## config.mk

```make
export PLATFORM = sky130hd
export DESIGN_NAME = input_handshake_controller_flat
export DESIGN_NICKNAME = d
export VERILOG_FILES = /design/src/rtl/input_handshake_controller_if.sv /design/src/rtl/input_handshake_controller.sv /design/src/flat_wrapper.sv
export SDC_FILE = /design/constraint.sdc
export NUM_CORES = 1
export LEC_CHECK = 0
export BUFFER_PORTS_ARGS = -buffer_cell sky130_fd_sc_hd__buf_4
export CAP_MARGIN = 20
export CORE_UTILIZATION = 54
export CTS_CLUSTER_DIAMETER = 80
export DETAILED_ROUTE_END_ITERATION = 6
export GPL_TIMING_DRIVEN = 0
export PLACE_DENSITY = 0.78
export SKIP_CTS_REPAIR_TIMING = 1
export SYNTH_ARGS = -nofsm -noshare
export SYNTH_HDL_FRONTEND = slang
export SYNTH_SLANG_ARGS = --single-unit
```

## constraint.sdc

```tcl
create_clock -name clk -period 1.9 [get_ports clk]
set_input_delay 0.095 -clock clk [delete_from_list [all_inputs] [get_ports clk]]
set_output_delay 0.095 -clock clk [all_outputs]
set_load 0.005 [all_outputs]
```

## src/rtl/input_handshake_controller_if.sv

```systemverilog
// Handshake bundle between the control unit / operator panel and the IN-instruction controller.
// With INPUT_TIMEOUT_EN defined the bundle also carries the sticky timed_out flag.
interface input_handshake_controller_if;
  logic        inputEnable;
  logic [16:0] switches;
  logic        confirm_n;
  logic [31:0] data_out;
  logic        data_valid;
  logic        stall;
  logic        waiting;
`ifdef INPUT_TIMEOUT_EN
  logic        timed_out;

  modport master (output inputEnable, switches, confirm_n,
                  input  data_out, data_valid, stall, waiting, timed_out);
  modport slave  (input  inputEnable, switches, confirm_n,
                  output data_out, data_valid, stall, waiting, timed_out);
`else
  modport master (output inputEnable, switches, confirm_n,
                  input  data_out, data_valid, stall, waiting);
  modport slave  (input  inputEnable, switches, confirm_n,
                  output data_out, data_valid, stall, waiting);
`endif
endinterface

```

## src/rtl/input_handshake_controller.sv

```systemverilog
// IN-instruction controller: stalls the PC, waits for a debounced confirm press and
// delivers the sign-extended switch value. Optional request timeout under INPUT_TIMEOUT_EN.
module input_handshake_controller #(
  parameter int unsigned DEBOUNCE_CYCLES = 50000,
  parameter int unsigned CNT_W           = 16
`ifdef INPUT_TIMEOUT_EN
  ,
  parameter logic [31:0] TIMEOUT_CYCLES  = 32'd500000000
`endif
) (
  input logic                         clk,
  input logic                         reset,
  input_handshake_controller_if.slave io
);

  typedef enum logic [2:0] {IDLE, ARM, WAIT_PRESS, CAPTURE, DONE} state_t;

  localparam logic [CNT_W-1:0] DB_LAST = CNT_W'(DEBOUNCE_CYCLES - 1);
`ifdef INPUT_TIMEOUT_EN
  localparam logic [31:0] TO_LAST = TIMEOUT_CYCLES - 32'd1;
`endif

  logic             cn_s1, cn_s2;
  logic             deb;
  logic [CNT_W-1:0] db_cnt;
  logic             key_down_q;
  logic [16:0]      sw_s1, sw_s2;

  state_t           state;
  logic             busy_q;
  logic             waiting_q;
  logic             valid_q;
  logic [31:0]      data_q;
`ifdef INPUT_TIMEOUT_EN
  logic [31:0]      tmr;
  logic             to_q;
`endif

  logic key_down;
  logic press_edge;

  assign key_down   = ~deb;
  assign press_edge = key_down & ~key_down_q;

  // Synchronizers and debouncer. Key flops reset to 1 so a released key looks released.
  always_ff @(posedge clk or negedge reset) begin
    if (!reset) begin
      cn_s1      <= 1'b1;
      cn_s2      <= 1'b1;
      deb        <= 1'b1;
      db_cnt     <= '0;
      key_down_q <= 1'b0;
      sw_s1      <= '0;
      sw_s2      <= '0;
    end else begin
      // NOTE: non-blocking assignments so every flop samples pre-edge values,
      // which is what makes cn_s1 -> cn_s2 a real two-stage pipeline.
      cn_s1      <= io.confirm_n;
      cn_s2      <= cn_s1;
      sw_s1      <= io.switches;
      sw_s2      <= sw_s1;
      key_down_q <= ~deb;
      if (cn_s2 == deb) begin
        db_cnt <= '0;
      end else if (db_cnt == DB_LAST) begin
        deb    <= cn_s2;
        db_cnt <= '0;
      end else begin
        db_cnt <= db_cnt + 1'b1;
      end
    end
  end

  always_ff @(posedge clk or negedge reset) begin
    if (!reset) begin
      state     <= IDLE;
      busy_q    <= 1'b0;
      waiting_q <= 1'b0;
      valid_q   <= 1'b0;
      data_q    <= '0;
`ifdef INPUT_TIMEOUT_EN
      tmr       <= '0;
      to_q      <= 1'b0;
`endif
    end else begin
      valid_q <= 1'b0;
      case (state)
        IDLE: begin
          if (io.inputEnable) begin
            state     <= ARM;
            busy_q    <= 1'b1;
            waiting_q <= 1'b1;
`ifdef INPUT_TIMEOUT_EN
            tmr       <= '0;
            to_q      <= 1'b0;
`endif
          end
        end
        ARM, WAIT_PRESS: begin
`ifdef INPUT_TIMEOUT_EN
          tmr <= tmr + 32'd1;
`endif
          if (!io.inputEnable) begin
            // Request withdrawn: abandon quietly, data_out keeps its old value.
            state     <= IDLE;
            busy_q    <= 1'b0;
            waiting_q <= 1'b0;
`ifdef INPUT_TIMEOUT_EN
          end else if (tmr == TO_LAST) begin
            state     <= DONE;
            data_q    <= '0;
            to_q      <= 1'b1;
            busy_q    <= 1'b0;
            waiting_q <= 1'b0;
            valid_q   <= 1'b1;
`endif
          end else if (state == ARM) begin
            // A key still held from the previous IN must be released first.
            if (!key_down) state <= WAIT_PRESS;
          end else if (press_edge) begin
            state     <= CAPTURE;
            waiting_q <= 1'b0;
          end
        end
        CAPTURE: begin
          data_q  <= {{15{sw_s2[16]}}, sw_s2};
          state   <= DONE;
          busy_q  <= 1'b0;
          valid_q <= 1'b1;
        end
        DONE: begin
          state <= IDLE;
        end
        default: begin
          state     <= IDLE;
          busy_q    <= 1'b0;
          waiting_q <= 1'b0;
        end
      endcase
    end
  end

  // Stall must hold the PC in the very cycle the request appears, but never during reset.
  assign io.stall      = busy_q | ((state == IDLE) & io.inputEnable & reset);
  assign io.data_out   = data_q;
  assign io.data_valid = valid_q;
  assign io.waiting    = waiting_q;
`ifdef INPUT_TIMEOUT_EN
  assign io.timed_out  = to_q;
`endif

endmodule

```

## src/flat_wrapper.sv

```systemverilog
// flat-port wrapper written by rule: the top's interface ports become plain ports
module input_handshake_controller_flat 
#(
  parameter int unsigned DEBOUNCE_CYCLES = 50000,
  parameter int unsigned CNT_W           = 16

)
  (clk, reset, io_inputEnable, io_switches, io_confirm_n, io_data_out, io_data_valid, io_stall, io_waiting);
  input_handshake_controller_if io_i ();
  input logic clk;
  input logic reset;
  input wire logic [$bits(io_i.inputEnable)-1:0] io_inputEnable;
  input wire logic [$bits(io_i.switches)-1:0] io_switches;
  input wire logic [$bits(io_i.confirm_n)-1:0] io_confirm_n;
  output wire logic [$bits(io_i.data_out)-1:0] io_data_out;
  output wire logic [$bits(io_i.data_valid)-1:0] io_data_valid;
  output wire logic [$bits(io_i.stall)-1:0] io_stall;
  output wire logic [$bits(io_i.waiting)-1:0] io_waiting;
  assign io_i.inputEnable = io_inputEnable;
  assign io_i.switches = io_switches;
  assign io_i.confirm_n = io_confirm_n;
  assign io_data_out = io_i.data_out;
  assign io_data_valid = io_i.data_valid;
  assign io_stall = io_i.stall;
  assign io_waiting = io_i.waiting;
  input_handshake_controller #(.DEBOUNCE_CYCLES(DEBOUNCE_CYCLES), .CNT_W(CNT_W)) u_core (.clk(clk), .reset(reset), .io(io_i));
endmodule
```

==> metrics <==
status complete, but fails checks; failing checks negative hold slack; count of final hold-check violations 74; Clock Path Buffers 2; relative slew slack 38.67%; Crit Path Max Fanout 10; largest family of logic cells by synthesized area simple AND/OR/NAND/NOR gates; Slew @ Worst Pin 0.9199 ns; die width roughly 75 um; Highest Clock Rate 605.5 MHz; H-tree level count 3; clk_skew 0.009337 ns; # fillers 363; IO buf count 55; clock buffer count from CTS 9; placed cells 361; post-route cell area between 3000 and 4000 um2; Final Critical Period about 1.7 ns; DR WL/cell between 10 and 15 um; fin cells a little under 400; CP Launch Type flip-flop; fraction of layout instances using a drive strength above 1 roughly a third; Yosys cell types 38; Compound-Gate Fraction of Synth Area 2.022%; LEAKAGE 0.001892 uW; R2R setup slack ~0.25 ns; Initial Util a little under three fifths; dpl hpwl 3059 um; Synth Area in Adders 0.4303%; Worst Hold Class input pin to asynchronous set/reset pin; Total Nets Final 342; IO Count between 50 and 60; GRT Total Usage between 10% and 20%; CP Class flip-flop to flip-flop; Remaining Overflow, GRT 0; antenna violations before repair 0; Max VDD drop between 0.0007 and 0.0008 V; simple-gate share of the synthesized area 20.27%; post-route antenna net violation count 0; final worst-path cycle share between 80 and 90%; vias in the first global route 1,621; DRT iter0 DRCs 98; Post-Place Cell Area 3408 um2; vias per cell roughly 4.7; placer's final routability congestion estimate about 0.73; die area 5682 um2; sequential fraction of the synthesis area 66.39%; Clock Sinks 77; cell row count 26; Netlist Area Pre-Place 2908 um2; async set-reset flop share out of synthesis 100.0%; Synth Instances 236; first-pass GRT wire length 7465 um; RSZ-0062 raised after global routing false; Core Region 5140 um2; # DRC 0; Yosys Warn Count 0; Worst-Skew Late Latency 0.35 ns; nature of the critical path endpoint flip-flop; r2r endpoint u_core.db_cnt[10]; Syn Area/Cell between 10 and 15 um2; Total Wirelength between 4000 and 5000 um; number of synthesized flops with an enable pin 0; Final setup violation count 0; syn_nets ~260; Data required, critical path 2.13 ns; die height 75.38 um; Clock Pin Slew Worst Setup and Hold Paths 0.09 ns; mux cell area share after synthesis less than 1%; Max Slew Vio Count 0; clock root cell clkbuf_8; n_diodes 0; hold slack final -0.1120 ns; Synth Register Bits 77; R2R cell count 6; crit path DAT 1.88 ns; PnR Total Power 3062 uW; DR pass1 iterations 4; CTS tree built; ys flop type dfrtp_1; largest net degree at the start of global routing 79; Cell Pwr Density about 810 nW/um2; Synth Area in XOR/XNOR 4.518%; Setup TNS 0 ns; Layout area overhead 30.12%; Max-Cap Viols 0; FF-to-FF Start u_core.db_cnt[0]; vias 1,875
==> Yosys cell counts (3+ instances only) <==
master | count | area, um2
buf_4 | 16 | 120.1
dfrtp_1 | 74 | 1852
dfstp_2 | 3 | 78.83
inv_1 | 5 | 18.77
nand2_1 | 57 | 214.0
nand3_1 | 3 | 15.01
nand4_1 | 3 | 18.77
nor2_1 | 15 | 56.30
nor2_2 | 4 | 25.02
nor3_1 | 3 | 15.01
nor4_4 | 3 | 63.81
o21ai_0 | 3 | 15.01
xnor2_1 | 11 | 96.34
xor2_1 | 4 | 35.03
==> placed cells by master (no fill, tap or decap), types with 2 or more instances in the layout <==
| cell type | count |
|---|---|
| nor2_1 | 15 |
| dlygate4sd3_1 | 18 |
| nor4_4 | 3 |
| clkinv_4 | 2 |
| clkbuf_8 | 11 |
| nand2_1 | 57 |
| nand2b_1 | 2 |
| nand4_1 | 3 |
| nor4_2 | 2 |
| inv_1 | 5 |
| and3_1 | 2 |
| dfrtp_1 | 74 |
| xnor2_1 | 11 |
| buf_6 | 2 |
| nand3_4 | 2 |
| nand3b_1 | 2 |
| nand3_1 | 3 |
| nor2_2 | 4 |
| o21ai_0 | 3 |
| nor3_1 | 3 |
| and4bb_2 | 2 |
| xor2_1 | 4 |
| clkinvlp_4 | 2 |
| dfstp_2 | 3 |
| buf_4 | 71 |
| o21a_1 | 2 |
==> report_power, final <==
part           switching, uW  leakage, uW  total, uW  internal (uW)
Clock                    613    0.0000937       1170            559
Sequential              27.3     0.000969       1720           1700
Combinational           72.5     0.000829        168           95.5
Total                    713      0.00189       3060           2350
==> metal layers <==
metal | vias up | GRT usage (%) | routed length, um
met5 | - | 0 | 0
met4 | 0 | 8.642 | 47
met3 | 4 | 5.159 | 206
met2 | 43 | 27.08 | 2343
met1 | 912 | 25.82 | 2359
li1 | 916 | - | -
==> logic make-up after synthesis <==
logic type,after synthesis
adder cells (fa/ha/maj),1
XOR/XNOR,15
flip-flops,77
AND/OR/NAND/NOR,107
buffers and inverters,26
AO/OA/AOI/OAI,9
multiplexers,1
==> stage by stage <==
stage	worst slack [ns]	utilization, %	hold slack [ns]
2_1_floorplan	0.5144	-	-0.2006
3_3_place_gp	0.2839	66.31	0.2032
3_5_place_dp	0.2672	66.31	0.2053
4_1_cts	0.2510	70.11	-0.1676
5_1_grt	0.1074	73.61	-0.04275
6_report	0.2484	73.61	-0.1120
==> critical path, stage by stage, from the launching register on <==
cell,delay (ns)
dfrtp_1,0.41
ha_1,0.24
and3_1,0.27
nand4_1,0.21
nand2_2,0.19
buf_6,0.17
nor2_1,0.06
==> state kept, by name, summed over array words and instances, names as in the netlist <==
register,cells
u_core.sw_s1,17
u_core.deb,1
u_core.io.data_valid,1
u_core.io.waiting,1
u_core.key_down_q,1
u_core.sw_s2,17
u_core.db_cnt,16
u_core.io.data_out,17
u_core.cn_s1,1
u_core.cn_s2,1
u_core.state,3
u_core.busy_q,1
==> how the worst max path moves through the flow <==
| stage | from | to | slack, ns | cells past startpoint |
|---|---|---|---|---|
| 3_3_place_gp | u_core.db_cnt[0] | u_core.db_cnt[12] | 0.28 | 6 |
| 2_1_floorplan | u_core.db_cnt[0] | u_core.deb | 0.51 | 4 |
| 6_report | u_core.db_cnt[0] | u_core.db_cnt[10] | 0.25 | 6 |
| 3_5_place_dp | u_core.db_cnt[7] | u_core.db_cnt[6] | 0.27 | 5 |
| 4_1_cts | u_core.db_cnt[7] | u_core.db_cnt[12] | 0.25 | 5 |
| 5_1_grt | u_core.db_cnt[7] | u_core.db_cnt[12] | 0.11 | 5 |
==> cell type report <==
type	count	area, um2	share of cell area (%)
Multi-Input combinational cell	133	803.3	21.23
Clock buffer	11	151.4	4.001
Buffer	20	151.4	4.001
Inverter	6	22.52	0.5952
Clock inverter	5	43.79	1.157
Timing Repair Buffer	73	593.1	15.67
Tap cell	70	87.58	2.315
Sequential cell	77	1931	51.03
Note: power is estimated with default switching activity, not from simulation.
